`src/rtl/i2s_rx.sv`:
```
// I2S receiver: synchronises sck/ws/sd into clk_in, deframes standard I2S and presents L/R pairs on valid/ready.
// Optional define I2S_RX_OVERRUN_CNT_EN adds a saturating 16-bit overrun_count output.
`timescale 1ns/1ps
module i2s_rx #(
  parameter int unsigned WIDTH       = 24,
  parameter int unsigned SYNC_STAGES = 2
) (
  input  logic             clk_in,
  input  logic             rst_in,
  input  logic             sck,
  input  logic             ws,
  input  logic             sd,
  output logic [WIDTH-1:0] output_l_tdata,
  output logic [WIDTH-1:0] output_r_tdata,
  output logic             output_tvalid,
  input  logic             output_tready,
  output logic             overrun
`ifdef I2S_RX_OVERRUN_CNT_EN
  ,
  output logic [15:0]      overrun_count
`endif
);

  localparam int unsigned CW = $clog2(WIDTH + 1);
  localparam logic [CW-1:0] CNT_MAX = CW'(WIDTH);

  typedef enum logic [1:0] {ST_SYNC, ST_LEFT, ST_RIGHT} state_t;

  logic [SYNC_STAGES-1:0] sck_sync, ws_sync, sd_sync;
  logic                   sck_s, ws_s, sd_s, sck_q, rise;
  logic                   ws_d1, ws_d2, word_start;
  logic [WIDTH-1:0]       word_buf, left_hold, msb_bit;
  logic [CW-1:0]          cnt;
  logic                   have_left;
  logic                   commit_left, commit_pair;
  state_t                 state, state_next;

  always_ff @(posedge clk_in or posedge rst_in) begin
    if (rst_in) begin
      sck_sync <= '0;
      ws_sync  <= '0;
      sd_sync  <= '0;
      sck_q    <= 1'b0;
    end else begin
      sck_sync <= {sck_sync[SYNC_STAGES-2:0], sck};
      ws_sync  <= {ws_sync[SYNC_STAGES-2:0], ws};
      sd_sync  <= {sd_sync[SYNC_STAGES-2:0], sd};
      sck_q    <= sck_s;
    end
  end

  assign sck_s = sck_sync[SYNC_STAGES-1];
  assign ws_s  = ws_sync[SYNC_STAGES-1];
  assign sd_s  = sd_sync[SYNC_STAGES-1];
  assign rise  = sck_s & ~sck_q;

  // ws_d1 is the channel of the bit on the current rise (1-bit I2S delay)
  assign word_start = rise && (ws_d1 != ws_d2);
  assign msb_bit    = {sd_s, {(WIDTH-1){1'b0}}};

  always_ff @(posedge clk_in or posedge rst_in) begin
    if (rst_in) state <= ST_SYNC;
    else        state <= state_next;
  end

  always_comb begin
    state_next  = state;
    commit_left = 1'b0;
    commit_pair = 1'b0;
    if (word_start) begin
      case (state)
        ST_SYNC:  if (!ws_d1) state_next = ST_LEFT;
        ST_LEFT: begin
          state_next  = ST_RIGHT;
          commit_left = 1'b1;
        end
        ST_RIGHT: begin
          state_next  = ST_LEFT;
          commit_pair = have_left;
        end
        default:  state_next = ST_SYNC;
      endcase
    end
  end

  always_ff @(posedge clk_in or posedge rst_in) begin
    if (rst_in) begin
      ws_d1     <= 1'b0;
      ws_d2     <= 1'b0;
      word_buf  <= '0;
      cnt       <= '0;
      left_hold <= '0;
      have_left <= 1'b0;
    end else if (rise) begin
      ws_d1 <= ws_s;
      ws_d2 <= ws_d1;
      if (word_start) begin
        word_buf <= msb_bit;
        cnt      <= CW'(1);
      end else if (cnt != CNT_MAX) begin
        word_buf <= word_buf | (msb_bit >> cnt);
        cnt      <= cnt + 1'b1;
      end
      if (commit_left) begin
        left_hold <= word_buf;
        have_left <= 1'b1;
      end else if (word_start && state == ST_RIGHT) begin
        have_left <= 1'b0;
      end
    end
  end

  // A completion always wins over the accept in the same cycle, so tvalid stays high
  always_ff @(posedge clk_in or posedge rst_in) begin
    if (rst_in) begin
      output_l_tdata <= '0;
      output_r_tdata <= '0;
      output_tvalid  <= 1'b0;
      overrun        <= 1'b0;
    end else begin
      overrun <= 1'b0;
      if (commit_pair) begin
        if (!output_tvalid || output_tready) begin
          output_l_tdata <= left_hold;
          output_r_tdata <= word_buf;
          output_tvalid  <= 1'b1;
        end else begin
          overrun <= 1'b1;
        end
      end else if (output_tvalid && output_tready) begin
        output_tvalid <= 1'b0;
      end
    end
  end

`ifdef I2S_RX_OVERRUN_CNT_EN
  always_ff @(posedge clk_in or posedge rst_in) begin
    if (rst_in)                              overrun_count <= '0;
    else if (overrun && overrun_count != '1) overrun_count <= overrun_count + 16'd1;
  end
`endif

endmodule

```
`config.mk`:
```
export PLATFORM = sky130hd
export DESIGN_NAME = i2s_rx
export DESIGN_NICKNAME = d
export VERILOG_FILES = /design/src/rtl/i2s_rx.sv
export SDC_FILE = /design/constraint.sdc
export NUM_CORES = 1
export LEC_CHECK = 0
export ABC_AREA = 0
export CAP_MARGIN = 20
export CELL_PAD_IN_SITES_DETAIL_PLACEMENT = 1
export CELL_PAD_IN_SITES_GLOBAL_PLACEMENT = 2
export CORE_ASPECT_RATIO = 1.25
export CORE_MARGIN = 5
export CORE_UTILIZATION = 39
export DETAILED_ROUTE_END_ITERATION = 10
export PLACE_DENSITY = 0.85
export SYNTH_ARGS = -nofsm -noshare
export SYNTH_HDL_FRONTEND = slang
export SYNTH_SLANG_ARGS = --single-unit
```
`constraint.sdc`:
```
create_clock -name clk_in -period 4.49 [get_ports clk_in]
set_input_delay 0.898 -clock clk_in [delete_from_list [all_inputs] [get_ports clk_in]]
set_output_delay 0.898 -clock clk_in [all_outputs]
set_load 0.005 [all_outputs]
```
==> results of run 1 <==
## critical path: stages
cell             delay, ns
clkdlybuf4s50_1       0.38
nand2b_1              0.17
nand4_1               0.09
buf_4                 0.58
mux2_2                0.41
## report_power, final
group	switching [W]	internal [W]	total, W	leakage, nW
Clock	0.000436	0.000740	0.00118	0.254
Sequential	0.0000918	0.00114	0.00123	1.57
Combinational	0.000181	0.000163	0.000344	0.964
## metal layers
layer	vias up	global-route usage (%)	share of wire (%)
met5	-	0	0
met4	0	5.793	1.8
met3	15	4.849	3.5
met2	43	25.04	53
met1	1368	17.62	41
li1	1229	-	-
## per-stage QoR
step	worst slack (ns)	cell area [um^2]	total power (W)	util, %
after global routing	2.118	5693	0.002887	50.87
after CTS	2.197	5693	0.002793	50.87
after detailed placement	1.765	5176	0.001599	46.25
after floorplan	0.5479	4474	0.001447	-
final	2.196	5693	0.002754	50.87
after global placement	1.795	5149	0.001575	46.01
## how the worst max path moves through the flow
stage / to / startpoint / slack, ns
after global placement: output_l_tdata[0] / output_tready / 1.79
after CTS: output_l_tdata[16] / output_tready / 2.20
after floorplan: cnt[0] / rst_in / 0.55
after detailed placement: output_l_tdata[16] / output_tready / 1.77
after global routing: output_r_tdata[2] / output_tready / 2.12
final: output_r_tdata[2] / output_tready / 2.20
## flip-flops by register name, summed over array words and instances, names as in the netlist
register,flops
ws_sync,2
output_tvalid,1
ws_d2,1
sck_q,1
output_r_tdata,24
word_buf,24
state,2
output_l_tdata,24
sd_sync,2
overrun,1
left_hold,24
cnt,5
sck_sync,2
ws_d1,1
have_left,1
## Yosys cell counts, drive strengths merged
cell type,count
ha,2
dfrtp,115
nand3,4
nor4bb,1
nand3b,1
nor2,27
nand4b,1
mux2,73
a31oi,24
buf,12
xnor2,1
nor3,1
nand2,11
a21oi,6
xor2,1
and2,2
o21ai,5
a22o,1
or3,3
a311o,1
and4b,2
inv,4
nor2b,6
and4bb,1
nand4,1
nand2b,2
clkbuf,5
## kinds of logic after synthesis
| group | after synthesis | share of synthesized area, % |
|---|---|---|
| fa+ha+maj | 2 | 0.5592 |
| simple gates | 63 | 7.131 |
| xor+xnor | 2 | 0.5594 |
| flops | 115 | 64.32 |
| mux | 73 | 20.05 |
| buf+inv | 21 | 2.377 |
| compound gates | 37 | 5.005 |
## area by class of cell
type / instances / area, um^2 / share of cell area (%)
clock buffer: 26 / 489.2 / 8.593
clock inverter: 5 / 27.53 / 0.4835
inverter: 4 / 17.52 / 0.3077
multi-input combinational: 177 / 1499 / 26.33
sequential: 115 / 2878 / 50.55
tap: 135 / 168.9 / 2.967
timing repair buffer: 59 / 613.1 / 10.77
==> impl_metrics.json, run 1 <==
{
  "fin_nets": 382,
  "die_area_um2": 13730,
  "clockBufferDepth": 2,
  "num_io_pins": 56,
  "reg2reg_slack_ns": 2.34,
  "grt_first_pass_wirelength_um": 15570,
  "insertedDiodeCount": 0,
  "max_freq_mhz": 436.0,
  "synth_nets": 321,
  "yosysSeqAreaShare_pct": 64.32,
  "yosysUniqueCellTypes": 32,
  "cts_tree": "done",
  "maxCapViolCount": 0,
  "p_leak_nw": 2.785,
  "start_kind": "input port",
  "hold_depth": 0,
  "hold_path_startpoint": "sck_sync[0]",
  "reg2reg_to": "left_hold[10]",
  "wl_per_cell_um": 17.80,
  "grt_overflow": 0,
  "fillers": 1127,
  "syn_area_per_cell_um2": 14.29,
  "vias": 2655,
  "grt_max_degree": 72,
  "holdPathEnd": "sck_sync[1]",
  "ys_seq_elements": 115,
  "stdcell_count": 521,
  "place_congestion": 0.7026,
  "layout_common_cells": "115 x dfrtp_1, 55 x clkdlybuf4s50_1, 53 x mux2_2",
  "clk_latency_ns": 0.41,
  "dp.final_hpwl_um": 6047,
  "syn_to_final_growth_pct": 27.24,
  "tns_ns": 0,
  "drtIter0Drc": 99,
  "chipHeight_um": 129.8,
  "cts-root-buf": "clkbuf_16",
  "row_count": 43,
  "rsz0062_at_grt": "false",
  "ant_nets": 0,
  "finalSetupViolations": 0,
  "status": "finished clean",
  "coreArea_um2": 11190,
  "dr.pass1.iters": 4,
  "drc": 0,
  "first_global_vias": 2984,
  "routed_wl_um": 9276,
  "slew_viol_final": 0,
  "end_kind": "register",
  "postSynthCellCount": 313,
  "cts_num_sinks": 115,
  "die-width_um": 105.8,
  "min_path_type": "register to register",
  "htree_levels": 4,
  "track_usage_pct": 14.79,
  "dp.cells": 490,
  "worst_pin_slew_ns": 0.8748,
  "hold_buffers": 0,
  "cts_setup_buffers": 0,
  "cp_max_fo": 48,
  "yosys_warnings": 0,
  "peakVddDrop_mv": 0.2291,
  "power_density_nw_per_um2": 483.7,
  "yosys.area.top_type": "dfrtp_1",
  "period_needed_ns": 2.294,
  "crit_arrival_ns": 2.58,
  "synth_area_leaders": "dfrtp_1 64%, mux2_2 13%, mux2_4 6.7%, a31oi_1 3.4%, nor2_1 2.3%",
  "cp.required_ns": 4.78,
  "crit_type": "input port to register",
  "drive_gt1_share_pct": 27.98,
  "grt_antenna_before_repair": 0,
  "synth_top_area_share_pct": 64.32,
  "clk_pin_slew_ns": 0.05,
  "hold_viol": 0,
  "min_period_over_period_pct": 51.09,
  "numPortBuffers": 55,
  "whs_ns": 0.3515,
  "syn_area_um2": 4474,
  "floorplan.initialDensity_pct": 39.98,
  "slew_headroom_pct": 41.68,
  "finClkSkew_ns": 0.005434,
  "cts_repair_resize_count": 0,
  "vias_per_cell": 5.096,
  "cts_buffers": 17,
  "rr_worst_depth": 3,
  "final_common_cell": "dfrtp_1",
  "reg2reg_from": "sck_sync[1]"
}
Power figures use the tool's default switching activity.
==> run 2, diff against run 1 <==
==> constraint.sdc (replaced) <==
create_clock -name clk_in -period 2.35 [get_ports clk_in]
set_input_delay 0.47 -clock clk_in [delete_from_list [all_inputs] [get_ports clk_in]]
set_output_delay 0.47 -clock clk_in [all_outputs]
set_load 0.005 [all_outputs]
==> run 2 against run 1 <==
Via count increased by 2.6%. Sequential power increased by 92%. Non-clock buffer count increased by 3. Hold slack got worse by 0.0038 ns. Power increased by 94%. Combinational power increased by 96%. Clock skew increased by 0.0069 ns. Register-to-register slack got worse by 1.7 ns. Critical endpoint is now output_l_tdata[13]. Highest routed layer unchanged.
==> impl_metrics.json, run 2 (synthesis results as in run 1) <==
{
  "status": "finished clean",
  "cp.required_ns": 1.88,
  "htree_levels": 4,
  "period_needed_ns": 1.773,
  "worst_path_largest_cell_delay_ns": 0.52,
  "grt_first_pass_wirelength_um": 16240,
  "ant_nets": 0,
  "slew_headroom_pct": 46.81,
  "worst_pin_slew_ns": 0.7962,
  "dp.final_hpwl_um": 6103,
  "cp_max_fo": 2,
  "chipHeight_um": 129.8,
  "min_path_type": "register to register",
  "power_density_nw_per_um2": 928.6,
  "start_kind": "register",
  "cts-root-buf": "clkbuf_16",
  "path_buf_inv": 1,
  "rsz0062_at_grt": "false",
  "die_area_um2": 13730,
  "drc": 0,
  "cts_repair_resize_count": 0,
  "place_congestion": 0.7324,
  "first_global_vias": 3089,
  "hold_depth": 0,
  "cts_tree": "done",
  "floorplan.initialDensity_pct": 39.98,
  "maxCapViolCount": 0,
  "final_core_util_pct": 51.29,
  "min_period_over_period_pct": 75.43,
  "track_usage_pct": 15.27,
  "coreArea_um2": 11190,
  "cts_setup_buffers": 0,
  "wl_per_cell_um": 18.49,
  "fin_nets": 385,
  "final_common_cell": "dfrtp_1",
  "max_freq_mhz": 564.2,
  "crit_type": "register to primary output",
  "finalPower_w": 0.005330,
  "cts_num_sinks": 115,
  "p_leak_nw": 2.815,
  "end_kind": "primary output",
  "rr_worst_depth": 4,
  "routed_wl_um": 9690,
  "row_count": 43,
  "cp_num_cells": 1,
  "path_cells": "clkdlybuf4s50_1",
  "fin_ws_ns": 0.5775,
  "slew_viol_final": 0,
  "path_delay_family": "buffers and inverters",
  "numPortBuffers": 55,
  "finalSetupViolations": 0,
  "syn_to_final_growth_pct": 28.27,
  "vias": 2725,
  "dp_slack_ns": 0.3294,
  "die-width_um": 105.8,
  "critPathSlowestCell": "clkdlybuf4s50_1",
  "clk_pin_slew_ns": 0.05,
  "clockBufferDepth": 2,
  "grt_antenna_before_repair": 0,
  "drtIter0Drc": 132,
  "num_io_pins": 56,
  "grt_overflow": 0,
  "layout_common_cells": "115 x dfrtp_1, 55 x clkdlybuf4s50_1, 53 x mux2_2",
  "crit_arrival_ns": 1.30,
  "tns_ns": 0,
  "insertedDiodeCount": 0,
  "cts_buffers": 17,
  "dr.pass1.iters": 4,
  "vias_per_cell": 5.200,
  "clk_latency_ns": 0.41,
  "hold_viol": 0,
  "hold_buffers": 0,
  "grt_max_degree": 49,
  "peakVddDrop_mv": 0.4982,
  "finClkSkew_ns": 0.01236,
  "drive_gt1_share_pct": 29.05
}
==> run 2: changes by cell type in the layout (fill, tap and decap cells not counted) <==
cell      change
inv_4         -1
clkbuf_8      +2
buf_4         +2
buf_16        -1
buf_12        +2
clkbuf_1      -2
clkinv_2      +1
==> run 2: area by class of cell <==
cell class	count	area [um^2]
Multi-Input combinational cell	177	1499
Sequential cell	115	2878
Timing Repair Buffer	62	640.6
Clock inverter	5	25.02
Tap cell	135	168.9
Clock buffer	26	509.2
Inverter	4	18.77
Fill cell	1111	5451
==> run 2: where the power goes <==
group          switching, W  internal (W)  total, W
logic              0.000360      0.000313  0.000673
clock network      0.000830       0.00147   0.00230
registers          0.000176       0.00218   0.00236
total               0.00137       0.00396   0.00533
==> run 2: per-layer routing <==
| layer | part of all wire (%) | GRT usage [%] | vias up |
|---|---|---|---|
| li1 | - | - | 1236 |
| met1 | 40 | 16.77 | 1432 |
| met2 | 56 | 28.49 | 46 |
| met3 | 3.2 | 3.909 | 11 |
| met4 | 1.2 | 5.640 | 0 |
| met5 | 0 | 0 | - |
==> run 2: worst paths after layout <==
kind | slack, ns | start | endpoint
worst max-delay path | 0.58 | output_l_tdata[13] | output_l_tdata[13]
worst min-delay path | 0.35 | ws_sync[0] | ws_sync[1]
worst max register to register | 0.62 | sck_sync[1] | output_l_tdata[6]
worst min register to register | 0.35 | ws_sync[0] | ws_sync[1]
max in group asynchronous | 1.32 | rst_in | word_buf[10]
min in group asynchronous | 0.45 | rst_in | output_l_tdata[5]
==> run 2: per-stage QoR <==
| step | cell area [um^2] | hold WS [ns] | instances |
|---|---|---|---|
| 2_1_floorplan | 4478 | 0.3312 | 313 |
| 3_3_place_gp | 5205 | 0.3335 | 493 |
| 3_5_place_dp | 5205 | 0.3387 | 493 |
| 4_1_cts | 5739 | 0.3508 | 524 |
| 5_1_grt | 5739 | 0.3585 | 524 |
| 6_report | 5739 | 0.3477 | 524 |
